<file path="config.mk">
export PLATFORM = sky130hd
export DESIGN_NAME = text_stream_writer
export DESIGN_NICKNAME = d
export VERILOG_FILES = /design/src/rtl/text_pkg.sv /design/src/rtl/text_fifo.sv /design/src/rtl/text_stream_writer.sv
export SDC_FILE = /design/constraint.sdc
export NUM_CORES = 1
export LEC_CHECK = 0
export ABC_AREA = 1
export CORE_ASPECT_RATIO = 1.75
export CORE_MARGIN = 1
export CORE_UTILIZATION = 50
export DETAILED_ROUTE_END_ITERATION = 8
export DONT_BUFFER_PORTS = 1
export PLACE_DENSITY = 0.71
export SETUP_SLACK_MARGIN = 0.5
export SKIP_CTS_REPAIR_TIMING = 1
export SYNTH_ARGS = -nofsm -noshare
export SYNTH_HDL_FRONTEND = slang
export SYNTH_SLANG_ARGS = --single-unit
export TNS_END_PERCENT = 20
</file>
<file path="constraint.sdc">
create_clock -name clk_in -period 3.6 [get_ports clk_in]
set_input_delay 0.36 -clock clk_in [delete_from_list [all_inputs] [get_ports clk_in]]
set_output_delay 0.36 -clock clk_in [all_outputs]
set_load 0.05 [all_outputs]
</file>
<file path="src/rtl/text_pkg.sv">
// Shared types and ASCII-to-glyph mapping for the display letter-write stream.
package text_pkg;

    localparam logic [4:0] GLYPH_A      = 5'd0;
    localparam logic [4:0] GLYPH_SPACE  = 5'd26;
    localparam logic [4:0] GLYPH_PERIOD = 5'd27;
    localparam logic [4:0] GLYPH_COMMA  = 5'd28;
    localparam logic [4:0] GLYPH_QMARK  = 5'd29;

    localparam logic [7:0] ASCII_LF = 8'h0A;
    localparam logic [7:0] ASCII_FF = 8'h0C;

    typedef enum logic [1:0] {IDLE, EMIT, PAD, GAP} state_t;

    typedef enum logic [1:0] {KIND_GLYPH, KIND_LF, KIND_FF} kind_t;

    typedef struct packed {
        logic       valid;
        kind_t      kind;
        logic [4:0] glyph;
    } decode_t;

    // Lower case folds onto the upper-case glyphs; valid = 0 marks a byte to drop.
    function automatic decode_t ascii_to_glyph(input logic [7:0] c);
        decode_t d;
        d.valid = 1'b1;
        d.kind  = KIND_GLYPH;
        d.glyph = GLYPH_SPACE;
        if (c >= 8'h41 && c <= 8'h5A) begin
            d.glyph = GLYPH_A + 5'(c - 8'h41);
        end else if (c >= 8'h61 && c <= 8'h7A) begin
            d.glyph = GLYPH_A + 5'(c - 8'h61);
        end else begin
            case (c)
                8'h20:    d.glyph = GLYPH_SPACE;
                8'h2E:    d.glyph = GLYPH_PERIOD;
                8'h2C:    d.glyph = GLYPH_COMMA;
                8'h3F:    d.glyph = GLYPH_QMARK;
                ASCII_LF: d.kind  = KIND_LF;
                ASCII_FF: d.kind  = KIND_FF;
                default:  d.valid = 1'b0;
            endcase
        end
        return d;
    endfunction

endpackage

</file>
<file path="src/rtl/text_fifo.sv">
// Synchronous byte FIFO with registered full/empty flags; storage is not reset.
module text_fifo #(
    parameter int DEPTH = 16
) (
    input  logic       clk_in,
    input  logic       rst_in,
    input  logic       push,
    input  logic [7:0] push_data,
    input  logic       pop,
    output logic [7:0] pop_data,
    output logic       full,
    output logic       empty
);

    localparam int AW = $clog2(DEPTH);
    localparam logic [AW:0] FULL_CNT = (AW + 1)'(DEPTH);

    logic [7:0]    mem [DEPTH];
    logic [AW-1:0] wr_ptr;
    logic [AW-1:0] rd_ptr;
    logic [AW:0]   count;
    logic [AW:0]   count_next;
    logic          do_push;
    logic          do_pop;

    // A push against a full FIFO is refused even if a pop frees a slot this cycle.
    assign do_push  = push && !full;
    assign do_pop   = pop && !empty;
    assign pop_data = mem[rd_ptr];

    always_comb begin
        count_next = count;
        case ({do_push, do_pop})
            2'b10:   count_next = count + 1'b1;
            2'b01:   count_next = count - 1'b1;
            default: count_next = count;
        endcase
    end

    always_ff @(posedge clk_in or posedge rst_in) begin
        if (rst_in) begin
            wr_ptr <= '0;
            rd_ptr <= '0;
            count  <= '0;
            full   <= 1'b0;
            empty  <= 1'b1;
        end else begin
            if (do_push) wr_ptr <= wr_ptr + 1'b1;
            if (do_pop)  rd_ptr <= rd_ptr + 1'b1;
            count <= count_next;
            full  <= (count_next == FULL_CNT);
            empty <= (count_next == '0);
        end
    end

    always_ff @(posedge clk_in) begin
        if (do_push) mem[wr_ptr] <= push_data;
    end

endmodule

</file>
<file path="src/rtl/text_stream_writer.sv">
// Buffers ASCII bytes and emits spaced glyph write pulses to the text display.
// Define AUTO_SCROLL_EN to drive scroll_dir_out from the current write row.
module text_stream_writer #(
    parameter int FIFO_DEPTH  = 16,
    parameter int MIN_SPACING = 2,
    parameter int COLS        = 32,
    parameter int BUF_LEN     = 1024
) (
    input  logic       clk_in,
    input  logic       rst_in,
    input  logic       ascii_valid_in,
    input  logic [7:0] ascii_in,
    output logic       ascii_ready_out,
    output logic       data_valid_out,
    output logic [4:0] data_out,
    output logic [9:0] pos_out,
    output logic       busy_out,
    output logic [7:0] drop_count_out,
    output logic [1:0] scroll_dir_out
);

    import text_pkg::*;

    localparam logic [15:0] GAP_LOAD = 16'((MIN_SPACING > 2) ? MIN_SPACING - 3 : 0);

    function automatic logic [9:0] pos_inc(input logic [9:0] p);
        return (int'(p) == BUF_LEN - 1) ? 10'd0 : p + 10'd1;
    endfunction

    function automatic logic [9:0] row_end(input logic [9:0] p);
        int t;
        t = (int'(p) / COLS + 1) * COLS;
        return (t >= BUF_LEN) ? 10'd0 : 10'(t);
    endfunction

    function automatic logic [7:0] sat_inc(input logic [7:0] v);
        return (v == 8'hFF) ? v : v + 8'd1;
    endfunction

    state_t      state;
    logic        padding;
    logic [9:0]  pad_target;
    logic [15:0] gap_cnt;
    logic        fifo_full;
    logic        fifo_empty;
    logic        fifo_pop;
    logic [7:0]  fifo_data;
    decode_t     dec_p0;
    logic        pad_more;

    text_fifo #(.DEPTH(FIFO_DEPTH)) u_fifo (
        .clk_in    (clk_in),
        .rst_in    (rst_in),
        .push      (ascii_valid_in),
        .push_data (ascii_in),
        .pop       (fifo_pop),
        .pop_data  (fifo_data),
        .full      (fifo_full),
        .empty     (fifo_empty)
    );

    assign ascii_ready_out = !fifo_full;
    assign fifo_pop        = (state == IDLE) && !fifo_empty;
    assign dec_p0          = ascii_to_glyph(fifo_data);
    assign busy_out        = !fifo_empty || (state != IDLE);
    assign pad_more        = padding && (pos_inc(pos_out) != pad_target);

    // Pulse cycle is EMIT; the slot shown on pos_out during the pulse is the one written.
    always_ff @(posedge clk_in or posedge rst_in) begin
        if (rst_in) begin
            state          <= IDLE;
            padding        <= 1'b0;
            pad_target     <= '0;
            gap_cnt        <= '0;
            pos_out        <= '0;
            data_valid_out <= 1'b0;
            data_out       <= '0;
            drop_count_out <= '0;
        end else begin
            case (state)
                IDLE: begin
                    if (!fifo_empty) begin
                        if (!dec_p0.valid) begin
                            drop_count_out <= sat_inc(drop_count_out);
                        end else if (dec_p0.kind == KIND_GLYPH) begin
                            data_valid_out <= 1'b1;
                            data_out       <= dec_p0.glyph;
                            state          <= EMIT;
                        end else begin
                            padding    <= 1'b1;
                            pad_target <= (dec_p0.kind == KIND_LF) ? row_end(pos_out) : 10'd0;
                            state      <= PAD;
                        end
                    end
                end
                PAD: begin
                    data_valid_out <= 1'b1;
                    data_out       <= GLYPH_SPACE;
                    state          <= EMIT;
                end
                EMIT: begin
                    data_valid_out <= 1'b0;
                    pos_out        <= pos_inc(pos_out);
                    padding        <= pad_more;
                    if (MIN_SPACING > 2) begin
                        gap_cnt <= GAP_LOAD;
                        state   <= GAP;
                    end else begin
                        state <= pad_more ? PAD : IDLE;
                    end
                end
                GAP: begin
                    if (gap_cnt == '0) begin
                        state <= padding ? PAD : IDLE;
                    end else begin
                        gap_cnt <= gap_cnt - 1'b1;
                    end
                end
                default: state <= IDLE;
            endcase
        end
    end

`ifdef AUTO_SCROLL_EN
    assign scroll_dir_out = (int'(pos_out) / COLS >= 16) ? 2'd1 : 2'd0;
`else
    assign scroll_dir_out = 2'd0;
`endif

endmodule

</file>
==> Word-level counts from Yosys, hierarchy flattened <==
Memories as Yosys holds them, arrays and structs flattened.
Cells that the tools add are included.
{ "word_totals": {"ff_bits": 68, "mem_bits_rw": 128, "in_bits": 11, "output_inout_bits": 28, "wordCells": 112, "mem_count": 1} }
{ "mem_list": {"columns": ["name", "depth", "word_bits", "rd", "rd_clocked_by_memory_dff", "wr", "line", "rtl"], "rows": [
  ["u_fifo.mem", 16, 8, 1, 0, 1, "text_fifo.sv:18", "logic [7:0] mem [DEPTH];"]
]} }
{ "op_classes": {"add_sub_neg": 10, "order_cmp": 5, "eq_ne": 21, "n_mux": 32, "bitwise": 5, "n_reduce_logical": 25} }
{ "op_table": {"columns": ["operator", "count"], "rows": [
  ["$eq A8 B6 Y1 const B", 4],
  ["$mux W10", 3],
  ["$mux W5", 5],
  ["$pmux W5 S2", 2],
  ["$reduce_and A4 Y1", 5],
  ["$eq A8 B4 Y1 const B", 2],
  ["$ge A8 B7 Y1 const B", 2],
  ["$le A8 B7 Y1 const B", 2],
  ["$logic_not A16 Y1", 1],
  ["$sub A16 B1 Y16 const B", 1],
  ["$sub A5 B1 Y5 const B", 3],
  ["$mux W2", 6],
  ["$ge A11 B11 Y1 const B", 1],
  ["$add A10 B1 Y10 const B", 1],
  ["$eq A10 B1 Y1 const B", 1],
  ["$ne A10 B10 Y1", 1],
  ["$mux W1", 9],
  ["$pmux W3 S3", 1],
  ["$add A4 B1 Y4 const B", 2],
  ["$add A8 B1 Y8 const B", 1],
  ["$eq A8 B8 Y1 const B", 1],
  ["$ne A2 B2 Y1 const B", 4],
  ["$pmux W2 S4", 1],
  ["$add A5 B1 Y6 const B", 1],
  ["20 further kinds", 38]
]} }

==> Depth between registers and ports, before layout <==
An unclocked memory read counts as a cell.
{ "depth": {"depth_word": 11, "depth_mapped": 22, "ltp_nobuf": 20} }

==> Hierarchy <==
From an unflattened synthesis, not the netlist that was laid out.
{ "unflattened": {"cells_unflattened": 865, "area_unflattened_um2": 9191.3} }
{ "modules_own_cells": {"columns": ["module", "n_inst", "cells_per_inst", "area_each_um2", "seq_area_each_um2"], "rows": [
  ["text_fifo", 1, 462, 6048.3, 4220.3],
  ["text_stream_writer", 1, 403, 3143.0, 1201.2]
]} }

==> Least setup slack after synthesis <==
Ideal clock, no wire load.
{ "synth_timing": {"path_type": "register -> register", "startpoint": "reg state[1]", "endpoint": "reg u_fifo.empty", "setup_time_ns": 0.068, "arrival_ns": 2.565, "t_required_ns": 3.532, "path_slack_ns": 0.967, "path_stages_with_launch": 12, "path_buffers": 0, "period_less_slack_ns": 2.633, "cell_sequence": "dfrtp_1 > nor2_1 > inv_1 > nor2_1 > ha_1 > inv_1 > fa_1 > nand2_1 > o21ai_0 > inv_1 > or4_1 > nor2_1"} }
{ "synth_between": {"elab_chain_cells": 6, "word_cells_on_any_way": 7, "classes_between": "eq/ne (2); mux (1); reduce/logical (4)"} }
{ "synth_rtl": {"columns": ["element", "line", "rtl"], "rows": [
  ["start: declaration", "text_stream_writer.sv:40", "state_t state;"],
  ["start signal: assignment", "text_stream_writer.sv:109", "state <= pad_more ? PAD : IDLE;"],
  ["start signal: assignment", "text_stream_writer.sv:114", "state <= padding ? PAD : IDLE;"],
  ["$logic_not A2 Y1 (*)", "text_stream_writer.sv:63", "assign fifo_pop = (state == IDLE) && !fifo_empty;"],
  ["$logic_and A1 B1 Y1 (*)", "text_stream_writer.sv:63", null],
  ["$logic_and A1 B1 Y1 (*)", "text_fifo.sv:28", "assign do_pop = pop && !empty;"],
  ["via u_fifo.do_pop", "text_fifo.sv:24", "logic do_pop;"],
  ["$eq A2 B1 Y1 / $eq A2 B2 Y1 (equally long branches)", "text_fifo.sv:33", "case ({do_push, do_pop})"],
  ["$pmux W5 S2 (*)", "text_fifo.sv:33", null],
  ["via u_fifo.count_next[1]", "text_fifo.sv:22", "logic [AW:0] count_next;"],
  ["$logic_not A5 Y1 (*)", "text_fifo.sv:52", "empty <= (count_next == '0);"],
  ["end signal: assignment", "text_fifo.sv:52", null],
  ["end: declaration", "text_fifo.sv:12", "output logic empty"]
]} }
The timed path passes the listed nets; every way through them passes the cells marked *.
A chain may end at the register's enable or synchronous reset.

==> Worst setup path in the final report <==
{ "layout_timing": {"startpoint": "reg u_fifo.full", "endpoint": "reg u_fifo.full"} }
{ "layout_between": {"elab_chain_cells": 5, "word_cells_on_any_way": 6, "classes_between": "eq/ne (3); mux (1); reduce/logical (2)"} }
{ "layout_rtl": {"columns": ["element", "line", "rtl"], "rows": [
  ["start: declaration", "text_fifo.sv:11", "output logic full,"],
  ["start signal: assignment", "text_fifo.sv:51", "full <= (count_next == FULL_CNT);"],
  ["$logic_not A1 Y1 (*)", null, null],
  ["via ascii_ready_out", "text_stream_writer.sv:13", "output logic ascii_ready_out,"],
  ["$logic_and A1 B1 Y1 (*)", "text_fifo.sv:27", "assign do_push = push && !full;"],
  ["$eq A2 B1 Y1 / $eq A2 B2 Y1 (equally long branches)", "text_fifo.sv:33", null],
  ["$pmux W5 S2 (*)", "text_fifo.sv:33", null],
  ["via u_fifo.count_next[3]", "text_fifo.sv:22", null],
  ["$eq A5 B5 Y1 (*)", "text_fifo.sv:51", null]
]} }
Marked as above.

==> results.txt <==
Run status: complete, but fails checks
Violations in the final reports: hold timing
Die Ht: 181.3 microns
Standby leakage power: 4.503 nW
DRT antenna net count: 0
Post-layout net count: 1012
Total power density per cell area: 859.4 mW/mm^2
Worst Reg2Reg Path Length in Cells: 11
Arrival time at the worst endpoint: 3.23 ns
Dominant cell type by count on the critical path: sky130_fd_sc_hd__nand2_1
Total instance count after detailed placement: 1190
Element type at the critical path start: register
Mean number of vias per cell: 5.164
Via count of the first global-routing pass: 6305
Number of sinks on the clock net: 191
Core outline area: 0.01797 sq mm
Cell Chain, Critical Path: inv_1 -> nand2_1 -> ha_1 -> ha_1 -> nand2_1 -> nand2_1 -> a21oi_1 -> or2_2 -> a31oi_1 -> or4_1 -> nor2_1
Reg-to-reg critical path endpoint: u_fifo.full
Critical-path maximum fanout: 5
Count of warnings emitted by yosys: 0
Global route overflow: 0
Depth of the CTS H-tree: 4
Clock root buffer: sky130_fd_sc_hd__clkbuf_16
Number of enable-type register cells in the synthesized netlist: 128
Starting utilization of the core area: 51.11%
I/O pin count: 39
Clk Latency, worst-skew pair: 0.43 ns
Slowest stage cell, crit path: sky130_fd_sc_hd__or4_1
Number of buffer cells added on primary ports: 0
Buffers from clock root to sink, at most: 2
Detailed-routing iteration count for the pre-antenna-repair pass: 5
Shortest clock period the worst path allows after layout: 2.865 ns
Iteration-0 DRC Markers: 219
Final-report max-slew violation count: 0
Synthesis-to-finish area growth: 9.316%
Path type of the worst min-delay path: primary input to asynchronous set/reset pin
Detail Placement HPWL: 13700 microns
Launch point of the worst reg-to-reg path: u_fifo.full
Category of the worst setup path capture point: register
# DRC: 0
Final routed wirelength across all metal layers: 19550 microns
Global-route total usage across every layer: 22.00%
Number of CTS-inserted buffers: 17
Distinct cell type count after synthesis: 43
CTS tree: done
Post-route clock skew: 0.009712 ns
Synthesized area per cell: 9.500 sq um
N_diodes: 0
Reg2Reg Setup Slack: 0.73 ns
Number of maximum-capacitance violations: 0
Most common flop cell mapped by yosys: sky130_fd_sc_hd__edfxtp_1
Start point of the critical path: u_fifo.full
DIE AREA: 0.01894 sq mm
Crit-path max cell delay: 0.56 ns
Cell Area, Synth: 0.009186 sq mm
Final Hold Viols: 36
Number of antenna violations at the first check in global routing: 0
Final GP Congestion: 0.8517
Post-route setup slack: 0.7349 ns
Count of placed standard cells in the final layout, fillers left out: 1229
Routed via count: 6346
Pin slew with the least headroom to its limit: 0.9749 ns
Crit path capture: u_fifo.full
Largest net degree at the start of global routing: 61
Drt wl/cell: 15.91 microns
Fmax: 349.0 MHz
Wire length of the first global-routing pass: 31310 microns
Post-route fraction of the period consumed by the critical path: 79.59%
Required time of the critical path: 3.96 ns
Die Width: 104.5 microns
Peak VDD IR: 0.6182 mV
Post-route worst hold slack: -0.02440 ns
Setup WS pre-CTS: 0.6602 ns
Relative slew slack: 34.77%
Setup repair after global routing missed its margin: false
Number of rows created at floorplan: 65
Finish-stage setup viols: 0
Register area share after synthesis: 59.02%
Post-route setup TNS: 0 ns
Synthesized instance count: 967
Asr flop ratio synth: 32.98%
Fraction of layout instances using a drive strength above 1: 9.246%
Clock slew at reported path FFs: 0.07 ns
Worst Path Class, Setup: register to register
Count of state elements after synthesis: 191
metrics by stage:
step	power, W	utilization, %	cell area (sq um)	hold slack [ns]
after CTS	0.008650	55.41	9960	-0.0007001
after global placement	0.006811	52.28	9397	0.4501
after global routing	0.009266	55.87	10040	0.00005196
after floorplan	0.006109	-	9190	0.4337
after detailed placement	0.006849	52.28	9397	0.4533
final	0.008630	55.87	10040	-0.02440
area by class of cell:
class                           count  area (sq um)
Inverter                          145         560.5
Tap cell                          234         292.8
Fill cell                        1550          7931
Timing Repair Buffer               25         203.9
Clock inverter                     11         76.32
Clock buffer                       21         486.7
Sequential cell                   191          5425
Multi-Input combinational cell    602          2997
synth_stat cells (11+ instances only):
cell | count | area [sq um]
sky130_fd_sc_hd__buf_4 | 12 | 90.09
sky130_fd_sc_hd__dfrtp_1 | 62 | 1551
sky130_fd_sc_hd__edfxtp_1 | 128 | 3844
sky130_fd_sc_hd__ha_1 | 18 | 225.2
sky130_fd_sc_hd__inv_1 | 130 | 488.0
sky130_fd_sc_hd__inv_2 | 12 | 45.04
sky130_fd_sc_hd__nand2_1 | 263 | 987.2
sky130_fd_sc_hd__nand3_1 | 95 | 475.5
sky130_fd_sc_hd__nand4_1 | 12 | 75.07
sky130_fd_sc_hd__nor2_1 | 76 | 285.3
sky130_fd_sc_hd__o211ai_1 | 11 | 82.58
sky130_fd_sc_hd__o21ai_0 | 38 | 190.2
sky130_fd_sc_hd__xor2_1 | 22 | 192.7
worst max-delay path, delay by kind of cell (launching register included):
family | cells | cell delay [ns]
compound gates | 2 | 0.23
fa+ha+maj | 2 | 0.62
buf+inv | 1 | 0.34
flops | 1 | 0.36
simple gates | 6 | 1.23
layout by cell type (no fill, tap or decap), types with 11 or more instances in the layout:
cell / Yosys / final
sky130_fd_sc_hd__buf_4: 12 / 19
sky130_fd_sc_hd__clkbuf_16: 0 / 19
sky130_fd_sc_hd__dfrtp_1: 62 / 61
sky130_fd_sc_hd__edfxtp_1: 128 / 128
sky130_fd_sc_hd__ha_1: 18 / 18
sky130_fd_sc_hd__inv_1: 130 / 129
sky130_fd_sc_hd__inv_2: 12 / 13
sky130_fd_sc_hd__nand2_1: 263 / 263
sky130_fd_sc_hd__nand3_1: 95 / 95
sky130_fd_sc_hd__nand4_1: 12 / 12
sky130_fd_sc_hd__nor2_1: 76 / 76
sky130_fd_sc_hd__o211ai_1: 11 / 11
sky130_fd_sc_hd__o21ai_0: 38 / 38
sky130_fd_sc_hd__xor2_1: 22 / 22
how the worst min path moves through the flow:
| stage | start | to | cells past startpoint |
|---|---|---|---|
| 4_1_cts | rst_in | drop_count_out[6] | 1 |
| 2_1_floorplan | gap_cnt[13] | gap_cnt[13] | 1 |
| 3_3_place_gp | gap_cnt[13] | gap_cnt[13] | 1 |
| 3_5_place_dp | gap_cnt[13] | gap_cnt[13] | 1 |
| 6_report | rst_in | drop_count_out[4] | 1 |
| 5_1_grt | ascii_in[4] | u_fifo.mem[5][4] | 0 |
sequential cells by signal, summed over array words and instances (netlist names), 2 cells and up:
name,cells
data_out,5
drop_count_out,8
gap_cnt,16
pad_target,5
pos_out,10
state,2
u_fifo.count,5
u_fifo.mem,128
u_fifo.rd_ptr,4
u_fifo.wr_ptr,4
routing by layer:
| layer | vias up | part of all wire, % | routed length, microns | GRT usage, % |
|---|---|---|---|---|
| li1 | 3154 | - | - | - |
| met1 | 2956 | 36 | 7095 | 21.81 |
| met2 | 171 | 53 | 10450 | 40.48 |
| met3 | 65 | 4.3 | 836 | 4.509 |
| met4 | 0 | 6.0 | 1166 | 15.03 |
| met5 | - | 0 | 0 | 0 |
report_power, final:
part	switching (W)	internal (W)	total, W
combinational	0.00246	0.00113	0.00359
sequential	0.000531	0.00272	0.00325
clock	0.000807	0.000979	0.00179
total	0.00380	0.00483	0.00863
cell families (layout without fill, tap and decap cells):
logic type      Yosys count  after routing  share of synthesized area, %
compound gates           73             73                         4.672
xor+xnor                 29             29                         2.765
fa+ha+maj                19             19                         2.670
buf+inv                 175            202                         8.404
flops                   191            191                         59.02
other cells               1              2                       0.04082
simple gates            479            479                         22.43
Power figures use the tool's default switching activity.
